$ cat src/rtl/multicycle_main_fsm_if.sv
// Control/datapath bundle between the multicycle main FSM and its datapath.
// The datapath (master) drives opcode and status; the controller (slave) drives strobes/selects.
interface multicycle_main_fsm_if #(
    parameter int CNT_W = 32
);
    logic [6:0]       Op;
    logic             Zero;
    logic             mem_ready;
    logic             PCWrite;
    logic             AdrSrc;
    logic             IRWrite;
    logic             MemWrite;
    logic             RegWrite;
    logic [1:0]       ALUSrcA;
    logic [1:0]       ALUSrcB;
    logic [1:0]       ALUOp;
    logic [1:0]       ResultSrc;
    logic [1:0]       ImmSrc;
    logic             illegal;
    logic [3:0]       state;
    logic [CNT_W-1:0] retired;

    modport master (
        output Op, Zero, mem_ready,
        input  PCWrite, AdrSrc, IRWrite, MemWrite, RegWrite,
        input  ALUSrcA, ALUSrcB, ALUOp, ResultSrc, ImmSrc,
        input  illegal, state, retired
    );

    modport slave (
        input  Op, Zero, mem_ready,
        output PCWrite, AdrSrc, IRWrite, MemWrite, RegWrite,
        output ALUSrcA, ALUSrcB, ALUOp, ResultSrc, ImmSrc,
        output illegal, state, retired
    );
endinterface

$ cat src/rtl/multicycle_main_fsm.sv
// Main control FSM of a multicycle RISC-V core with memory wait states,
// sticky illegal-opcode trap and a retired-instruction counter.
module multicycle_main_fsm #(
    parameter bit EN_IALU = 1'b1,
    parameter bit EN_JAL  = 1'b1,
    parameter int CNT_W   = 32
) (
    input logic clk,
    input logic reset,
    multicycle_main_fsm_if.slave bus
);
    typedef enum logic [3:0] {
        FETCH    = 4'd0,
        DECODE   = 4'd1,
        MEMADR   = 4'd2,
        MEMREAD  = 4'd3,
        MEMWB    = 4'd4,
        MEMWRITE = 4'd5,
        EXECR    = 4'd6,
        EXECI    = 4'd7,
        JAL      = 4'd8,
        ALUWB    = 4'd9,
        BEQ      = 4'd10,
        ILLEGAL  = 4'd11
    } state_t;

    localparam logic [6:0] OP_LW   = 7'b0000011;
    localparam logic [6:0] OP_SW   = 7'b0100011;
    localparam logic [6:0] OP_R    = 7'b0110011;
    localparam logic [6:0] OP_I    = 7'b0010011;
    localparam logic [6:0] OP_JAL  = 7'b1101111;
    localparam logic [6:0] OP_BEQ  = 7'b1100011;

    // pc_fetch/ir_fetch/branch are enables that get qualified by mem_ready or Zero
    typedef struct packed {
        logic       adr;
        logic       mem_wr;
        logic       reg_wr;
        logic       pc_wr;
        logic       pc_fetch;
        logic       ir_fetch;
        logic       branch;
        logic [1:0] alu_a;
        logic [1:0] alu_b;
        logic [1:0] alu_op;
        logic [1:0] res;
    } ctrl_t;

    function automatic ctrl_t decode(state_t s);
        ctrl_t c;
        c = '0;
        case (s)
            FETCH: begin
                c.alu_b = 2'b10; c.res = 2'b10;
                c.pc_fetch = 1'b1; c.ir_fetch = 1'b1;
            end
            DECODE:   begin c.alu_a = 2'b01; c.alu_b = 2'b01; end
            MEMADR:   begin c.alu_a = 2'b10; c.alu_b = 2'b01; end
            MEMREAD:  c.adr = 1'b1;
            MEMWB:    begin c.res = 2'b01; c.reg_wr = 1'b1; end
            MEMWRITE: begin c.adr = 1'b1; c.mem_wr = 1'b1; end
            EXECR:    begin c.alu_a = 2'b10; c.alu_op = 2'b10; end
            EXECI:    begin c.alu_a = 2'b10; c.alu_b = 2'b01; c.alu_op = 2'b10; end
            JAL:      begin c.alu_a = 2'b01; c.alu_b = 2'b10; c.pc_wr = 1'b1; end
            ALUWB:    c.reg_wr = 1'b1;
            BEQ:      begin c.alu_a = 2'b10; c.alu_op = 2'b01; c.branch = 1'b1; end
            default:  c = '0;
        endcase
        return c;
    endfunction

    state_t           st;
    state_t           nxt;
    ctrl_t            ctrl_q;
    logic             illegal_q;
    logic [CNT_W-1:0] retired_q;

    always_comb begin
        nxt = st;
        case (st)
            FETCH:   nxt = bus.mem_ready ? DECODE : FETCH;
            DECODE: begin
                case (bus.Op)
                    OP_LW, OP_SW: nxt = MEMADR;
                    OP_R:         nxt = EXECR;
                    OP_I:         nxt = EN_IALU ? EXECI : ILLEGAL;
                    OP_JAL:       nxt = EN_JAL ? JAL : ILLEGAL;
                    OP_BEQ:       nxt = BEQ;
                    default:      nxt = ILLEGAL;
                endcase
            end
            MEMADR:   nxt = (bus.Op == OP_LW) ? MEMREAD : MEMWRITE;
            MEMREAD:  nxt = bus.mem_ready ? MEMWB : MEMREAD;
            MEMWB:    nxt = FETCH;
            MEMWRITE: nxt = bus.mem_ready ? FETCH : MEMWRITE;
            EXECR, EXECI, JAL: nxt = ALUWB;
            ALUWB, BEQ: nxt = FETCH;
            ILLEGAL:  nxt = ILLEGAL;
            default:  nxt = FETCH;
        endcase
    end

    // Moore outputs are registered alongside the state by decoding the next state
    always_ff @(posedge clk) begin
        if (reset) begin
            st        <= FETCH;
            ctrl_q    <= decode(FETCH);
            illegal_q <= 1'b0;
            retired_q <= '0;
        end else begin
            st        <= nxt;
            ctrl_q    <= decode(nxt);
            illegal_q <= illegal_q | (nxt == ILLEGAL);
            if (st != FETCH && nxt == FETCH)
                retired_q <= retired_q + CNT_W'(1);
        end
    end

    // Strobes carry same-cycle mem_ready/Zero qualification and are forced off while in reset
    assign bus.PCWrite   = ~reset & (ctrl_q.pc_wr | (ctrl_q.pc_fetch & bus.mem_ready)
                                     | (ctrl_q.branch & bus.Zero));
    assign bus.IRWrite   = ~reset & ctrl_q.ir_fetch & bus.mem_ready;
    assign bus.MemWrite  = ~reset & ctrl_q.mem_wr;
    assign bus.RegWrite  = ~reset & ctrl_q.reg_wr;
    assign bus.AdrSrc    = ctrl_q.adr;
    assign bus.ALUSrcA   = ctrl_q.alu_a;
    assign bus.ALUSrcB   = ctrl_q.alu_b;
    assign bus.ALUOp     = ctrl_q.alu_op;
    assign bus.ResultSrc = ctrl_q.res;
    assign bus.illegal   = illegal_q;
    assign bus.state     = st;
    assign bus.retired   = retired_q;

    always_comb begin
        case (bus.Op)
            OP_SW:   bus.ImmSrc = 2'b01;
            OP_BEQ:  bus.ImmSrc = 2'b10;
            OP_JAL:  bus.ImmSrc = EN_JAL ? 2'b11 : 2'b00;
            default: bus.ImmSrc = 2'b00;
        endcase
    end
endmodule
$ cat src/flat_wrapper.sv
// flat-port wrapper written by rule: the top's interface ports become plain ports
module multicycle_main_fsm_flat 
#(
    parameter bit EN_IALU = 1'b1,
    parameter bit EN_JAL  = 1'b1,
    parameter int CNT_W   = 32
)
  (clk, reset, bus_Op, bus_Zero, bus_mem_ready, bus_PCWrite, bus_AdrSrc, bus_IRWrite, bus_MemWrite, bus_RegWrite, bus_ALUSrcA, bus_ALUSrcB, bus_ALUOp, bus_ResultSrc, bus_ImmSrc, bus_illegal, bus_state, bus_retired);
  multicycle_main_fsm_if #(.CNT_W(CNT_W)) bus_i ();
  input logic clk;
  input logic reset;
  input wire logic [$bits(bus_i.Op)-1:0] bus_Op;
  input wire logic [$bits(bus_i.Zero)-1:0] bus_Zero;
  input wire logic [$bits(bus_i.mem_ready)-1:0] bus_mem_ready;
  output wire logic [$bits(bus_i.PCWrite)-1:0] bus_PCWrite;
  output wire logic [$bits(bus_i.AdrSrc)-1:0] bus_AdrSrc;
  output wire logic [$bits(bus_i.IRWrite)-1:0] bus_IRWrite;
  output wire logic [$bits(bus_i.MemWrite)-1:0] bus_MemWrite;
  output wire logic [$bits(bus_i.RegWrite)-1:0] bus_RegWrite;
  output wire logic [$bits(bus_i.ALUSrcA)-1:0] bus_ALUSrcA;
  output wire logic [$bits(bus_i.ALUSrcB)-1:0] bus_ALUSrcB;
  output wire logic [$bits(bus_i.ALUOp)-1:0] bus_ALUOp;
  output wire logic [$bits(bus_i.ResultSrc)-1:0] bus_ResultSrc;
  output wire logic [$bits(bus_i.ImmSrc)-1:0] bus_ImmSrc;
  output wire logic [$bits(bus_i.illegal)-1:0] bus_illegal;
  output wire logic [$bits(bus_i.state)-1:0] bus_state;
  output wire logic [$bits(bus_i.retired)-1:0] bus_retired;
  assign bus_i.Op = bus_Op;
  assign bus_i.Zero = bus_Zero;
  assign bus_i.mem_ready = bus_mem_ready;
  assign bus_PCWrite = bus_i.PCWrite;
  assign bus_AdrSrc = bus_i.AdrSrc;
  assign bus_IRWrite = bus_i.IRWrite;
  assign bus_MemWrite = bus_i.MemWrite;
  assign bus_RegWrite = bus_i.RegWrite;
  assign bus_ALUSrcA = bus_i.ALUSrcA;
  assign bus_ALUSrcB = bus_i.ALUSrcB;
  assign bus_ALUOp = bus_i.ALUOp;
  assign bus_ResultSrc = bus_i.ResultSrc;
  assign bus_ImmSrc = bus_i.ImmSrc;
  assign bus_illegal = bus_i.illegal;
  assign bus_state = bus_i.state;
  assign bus_retired = bus_i.retired;
  multicycle_main_fsm #(.EN_IALU(EN_IALU), .EN_JAL(EN_JAL), .CNT_W(CNT_W)) u_core (.clk(clk), .reset(reset), .bus(bus_i));
endmodule
$ cat config.mk
export PLATFORM = sky130hd
export DESIGN_NAME = multicycle_main_fsm_flat
export DESIGN_NICKNAME = d
export VERILOG_FILES = /design/src/rtl/multicycle_main_fsm_if.sv /design/src/rtl/multicycle_main_fsm.sv /design/src/flat_wrapper.sv
export SDC_FILE = /design/constraint.sdc
export NUM_CORES = 1
export LEC_CHECK = 0
export BUFFER_PORTS_ARGS = -buffer_cell sky130_fd_sc_hd__buf_2
export CORE_UTILIZATION = 30
export CTS_CLUSTER_SIZE = 14
export DETAILED_ROUTE_END_ITERATION = 8
export PLACE_DENSITY = 0.47
export SYNTH_ARGS = -nofsm -noshare
export SYNTH_HDL_FRONTEND = slang
export SYNTH_SLANG_ARGS = --single-unit
$ cat constraint.sdc
create_clock -name clk -period 3.3 [get_ports clk]
set_input_delay 0.33 -clock clk [delete_from_list [all_inputs] [get_ports clk]]
set_output_delay 0.33 -clock clk [all_outputs]
set_load 0.02 [all_outputs]
# Word level (Yosys, flattened, before mapping)

Index checks and enable logic that the tools add are counted.

Register bits after elaboration: 52
Input port bits: 11
Output and inout port bits: 52
Word-level logic and storage cells: 81

Add/subtract/negate cells: 1
Equality and inequality tests: 25
Muxes and demuxes: 17
Bitwise operators: 11
Reductions and logical operators: 13

Operator list:

| kind                                                                  | number |
|---|---|
| 32-bit by 1-bit adder with 32-bit output, second input constant       | 1 |
| 4-bit by 3-bit equality test with 1-bit output, second input constant | 7 |
| 4-bit case mux with 7 select lines                                    | 1 |
| 4-bit equality test, second input constant                            | 6 |
| 4-bit case mux with 5 select lines                                    | 1 |
| 4-bit by 2-bit equality test with 1-bit output, second input constant | 4 |
| 2-bit case mux with 2 select lines                                    | 4 |
| 7-bit by 6-bit equality test with 1-bit output, second input constant | 2 |
| 7-bit equality test, second input constant                            | 2 |
| 2-bit OR reduction                                                    | 6 |
| 3-bit two-way mux                                                     | 3 |
| 4-bit by 1-bit equality test with 1-bit output, second input constant | 2 |
| 4-bit zero test                                                       | 2 |
| 1-bit AND                                                             | 7 |
| 7-bit by 2-bit equality test with 1-bit output, second input constant | 1 |
| 7-bit by 5-bit equality test with 1-bit output, second input constant | 1 |
| 1-bit two-way mux                                                     | 6 |
| 2-bit case mux with 3 select lines                                    | 1 |
| 3-bit OR reduction                                                    | 2 |
| 4-bit nonzero test                                                    | 1 |
| 4-bit OR reduction                                                    | 1 |
| 1-bit OR                                                              | 3 |
| 2-bit two-way mux                                                     | 1 |
| 1-bit logical AND                                                     | 1 |
| 1-bit NOT                                                             | 1 |

# Longest topological paths before layout

Depth after elaboration: 7
Depth in mapped cells: 9
Depth with buffers taken out: 7

# Least setup slack after synthesis

Ideal clock, no wire load.

Path type: flip-flop to flip-flop
Start: register u_core.st[2] (netlist: u_core.bus.state[2])
End: register u_core.retired_q[2] (netlist: u_core.bus.retired[2])
Arrival time: 2,391 ps
Data required time: 3,177 ps
Setup slack: 786 ps
Cell stages (with the launch flop): 9
Buffers on the path: 2
Clock period less this slack: 2,514 ps
Cell sequence: dfxtp_1 > clkbuf_1 > or3b_2 > a21oi_1 > a2111oi_4 > buf_2 > and3_1 > and3_1 > mux2_1

Cells in the longest elaborated chain, start to end: 5
Elaborated cells on any way between the ends: 14

Ends and longest elaborated chain:

| item                                                                                  | line                       | RTL |
|---|---|---|
| from (decl)                                                                           | multicycle_main_fsm.sv:72  | `state_t st;` |
| from (signal assigned)                                                                | multicycle_main_fsm.sv:111 | `st <= nxt;` |
| 4-bit by 3-bit equality test with 1-bit output or 4-bit equality test (tied branches) | multicycle_main_fsm.sv:80  | `case (st)` |
| 3-bit OR reduction                                                                    | multicycle_main_fsm.sv:80  |  |
| 4-bit case mux with 7 select lines                                                    | multicycle_main_fsm.sv:80  |  |
| 4-bit zero test                                                                       | multicycle_main_fsm.sv:114 | `if (st != FETCH && nxt == FETCH)` |
| 1-bit logical AND (*)                                                                 | multicycle_main_fsm.sv:114 |  |
| to (signal assigned)                                                                  | multicycle_main_fsm.sv:115 | `retired_q <= retired_q + CNT_W'(1);` |
| to (decl)                                                                             | multicycle_main_fsm.sv:76  | `logic [CNT_W-1:0] retired_q;` |

Every way passes the cells marked *; elsewhere a longest branch is shown, timed or not.
A chain may end at the register's enable or synchronous reset.

# Final worst setup path

Start: register u_core.st[3] (netlist: u_core.bus.state[3])
End: register u_core.retired_q[27] (netlist: u_core.bus.retired[27])

Same word-level chain as after synthesis.

==> flow_summary_export.csv <==
group,metric,value,unit
floorplanning,num_rows,33,
timing,max_freq,0.363,GHz
floorplanning,die_x,94.5,µm
logic_synthesis,synth_area_leaders,"dfxtp_1 (38%), a21oi_1 (7.6%), or3_1 (5.6%)",
job,max-cap-violations,0,
logic_synthesis,yosys_warnings,0,
clock_network,clk_pin_slew,100,ps
placed_design,port_buffers,62,
drt,vias,2489,
finish,final_common_cell,"buf_2",
logic_synthesis,syn_inst,311,
global_routing,grt-ovfl-total,0,
clock_network,cts_hold_buf,0,
clock_network,cts-resized-gates,0,
drt,drc,0,
logic_synthesis,ys_ff_latch,49,
timing,tightest_slew,934,ps
min_path,min_from,"u_core.bus.illegal",
clock_network,clockBufferDepth,2,
timing,finalMaxSlewViolations,0,
critical_path,critPathLaunchType,"flip-flop",
clock_network,cts.sinks,49,
critical_path,reg2regPathDepth,7,
timing,hold_viol_final,0,
pwr,power_leakage,0.00118,µW
floorplanning,die_h,94.5,µm
critical_path,crit_required,3530,ps
critical_path,cp_max_fo,17,
floorplanning,dieArea,8930,µm²
clock_network,clk_latency,310,ps
critical_path,end_kind,"flip-flop",
critical_path,r2r_start,"u_core.bus.state[3]",
critical_path,arrival,2990,ps
drt,drtAntennaViolNets,0,
clock_network,cts_buffers,5,
pwr,p_clk_share,22.6,%
pwr,p_int,1200,µW
logic_synthesis,synth_edf_count,0,
clock_network,cts_tree,"done",
min_path,hold_class,"flip-flop to flip-flop",
timing,skew,11.2,ps
pwr,p_sw_share,38.6,%
pwr,pwr-share-seq,38.0,%
run_status,status,"complete, no violations",
global_routing,antenna_found_initial,0,
logic_synthesis,synthFlopType,"dfxtp_1",
timing,setup_viol,0,
drt,first_pass_iters,4,
clock_network,clockRootBuffer,"clkbuf_8",
pwr,switchingPower,754,µW
finish,drive_above_1_share,24.4,%
floorplanning,start_util,31.1,%
timing,setup_tns,0,ps
logic_synthesis,avgSynthCellArea,8.26,µm²
pwr,powerDensity,638,nW/µm²
placed_design,routabilityCongestion,0.722,
drt,drt-vias-per-instance,5.30,
min_path,holdPathStages,2,
logic_synthesis,synth.yosys.seq_area_share,38.2,%
placed_design,hpwl,4600,µm
timing,relSlewSlack,37.8,%
drt,first_iter_violations,38,
critical_path,reg2reg_slack,540,ps
finish,fin_nets,376,
floorplanning,pin_count,63,
logic_synthesis,synth_top_area_share,38.2,%
global_routing,grt_max_degree,51,
logic_synthesis,synth_top_cell_by_area,"dfxtp_1",
drt,wl_per_cell,14.0,µm
drt,finalWirelength,6570,µm
logic_synthesis,async_flop_share,0,%
logic_synthesis,netlist_area,2570,µm²
pwr,combPwrFrac,39.4,%
min_path,holdPathEnd,"u_core.bus.illegal",
floorplanning,core-area,8260,µm²
logic_synthesis,ys_types,50,
critical_path,path_class,"flip-flop to flip-flop",
global_routing,track_usage,15.1,%
clock_network,cts_setup_buffers,0,
timing,rsz0062_at_grt,"false",
pwr,ir_worst_vdd,0.187,mV
timing,post-route-period-util,83.5,%
global_routing,grt_pass1_vias,2224,
timing,whs,450,ps
clock_network,htreeDepth,2,
global_routing,grt_pass1_wl,10800,µm
finish,area_delta_synth_final,19.1,%
finish,mostFrequentLayoutCells,"buf_2 (62), dfxtp_1 (49), a21oi_1 (39)",
timing,fin_crit,2760,ps
critical_path,r2r-end,"u_core.bus.retired[27]",
logic_synthesis,syn_nets,323,
finish,num_antenna_cells,0,
==> critical path, cell delays in order (launching register included) <==
cell,delay [ps]
dfxtp_1,610
nand3b_1,230
o311ai_0,190
nor4_1,410
o2111ai_2,420
buf_4,320
or3_1,350
a21oi_1,140
==> cells by family after synthesis <==
| kind of cell | share of synthesized area, % |
|---|---|
| XOR/XNOR | 1.02 |
| AND/OR/NAND/NOR | 32.0 |
| multiplexers | 1.22 |
| buffers and inverters | 6.14 |
| AO/OA/AOI/OAI | 20.9 |
| flip-flops | 38.2 |
| adder cells (fa/ha/maj) | 0.487 |
==> worst max path at each step <==
stage                         from                      to  depth (start not counted)
2_1_floorplan  u_core.bus.state[2]   u_core.bus.retired[2]                          8
3_3_place_gp             bus_Op[3]  u_core.bus.retired[25]                          8
3_5_place_dp             bus_Op[3]  u_core.bus.retired[25]                          8
4_1_cts        u_core.bus.state[3]  u_core.bus.retired[25]                          7
5_1_grt        u_core.bus.state[3]  u_core.bus.retired[27]                          7
6_report       u_core.bus.state[3]  u_core.bus.retired[27]                          7
==> power groups by stage <==
stage / logic (µW) / clock network [µW] / registers, µW
after floorplan: 596 / 0 / 751
after global placement: 780 / 0 / 755
after detailed placement: 776 / 0 / 757
after CTS: 779 / 462 / 743
after global routing: 851 / 487 / 755
final: 769 / 441 / 741
==> layer usage <==
metal | GRT usage (%) | up-vias | share of wire [%]
li1 | - | 1268 | -
met1 | 20.0 | 1161 | 48
met2 | 25.2 | 54 | 47
met5 | 0 | - | 0
met3 | 3.06 | 6 | 4.3
met4 | 3.79 | 0 | 0.94
==> through the flow <==
| stage | cells | worst slack [ps] | power, µW | util, % | area (µm²) |
|---|---|---|---|---|---|
| floorplan | 311 | 786 | 1350 | - | 2570 |
| global placement | 462 | 438 | 1530 | 35.7 | 2950 |
| detailed placement | 462 | 347 | 1530 | 35.7 | 2950 |
| CTS | 470 | 496 | 1980 | 37.0 | 3060 |
| global route | 470 | 227 | 2090 | 37.0 | 3060 |
| finish | 470 | 543 | 1950 | 37.0 | 3060 |
==> Yosys cell counts, types with 8 or more instances <==
cell      count
or3_1        23
buf_4         9
nor2_1       13
clkbuf_1     13
nand4_1       8
a21oi_1      39
nand3_1      15
o31ai_1      12
dfxtp_1      49
o21ai_0      21
or4_1        11
nand2_1      19
==> sequential cells by signal, indices dropped and copies added, names as in the netlist <==
register,count
u_core.bus.ALUOp,2
u_core.bus.ALUSrcA,2
u_core.bus.ALUSrcB,2
u_core.bus.AdrSrc,1
u_core.bus.ResultSrc,1
u_core.bus.illegal,1
u_core.bus.retired,32
u_core.bus.state,4
u_core.ctrl_q,4
==> cell type report <==
type                       count  area, µm²
tap                          105        131
clock inverter                 3       43.8
multi-input combinational    230       1430
fill                         910       5200
sequential                    49        981
inverter                       7       26.3
clock buffer                   5       68.8
timing repair buffer          71        378
(Power assumes the default switching activity.)
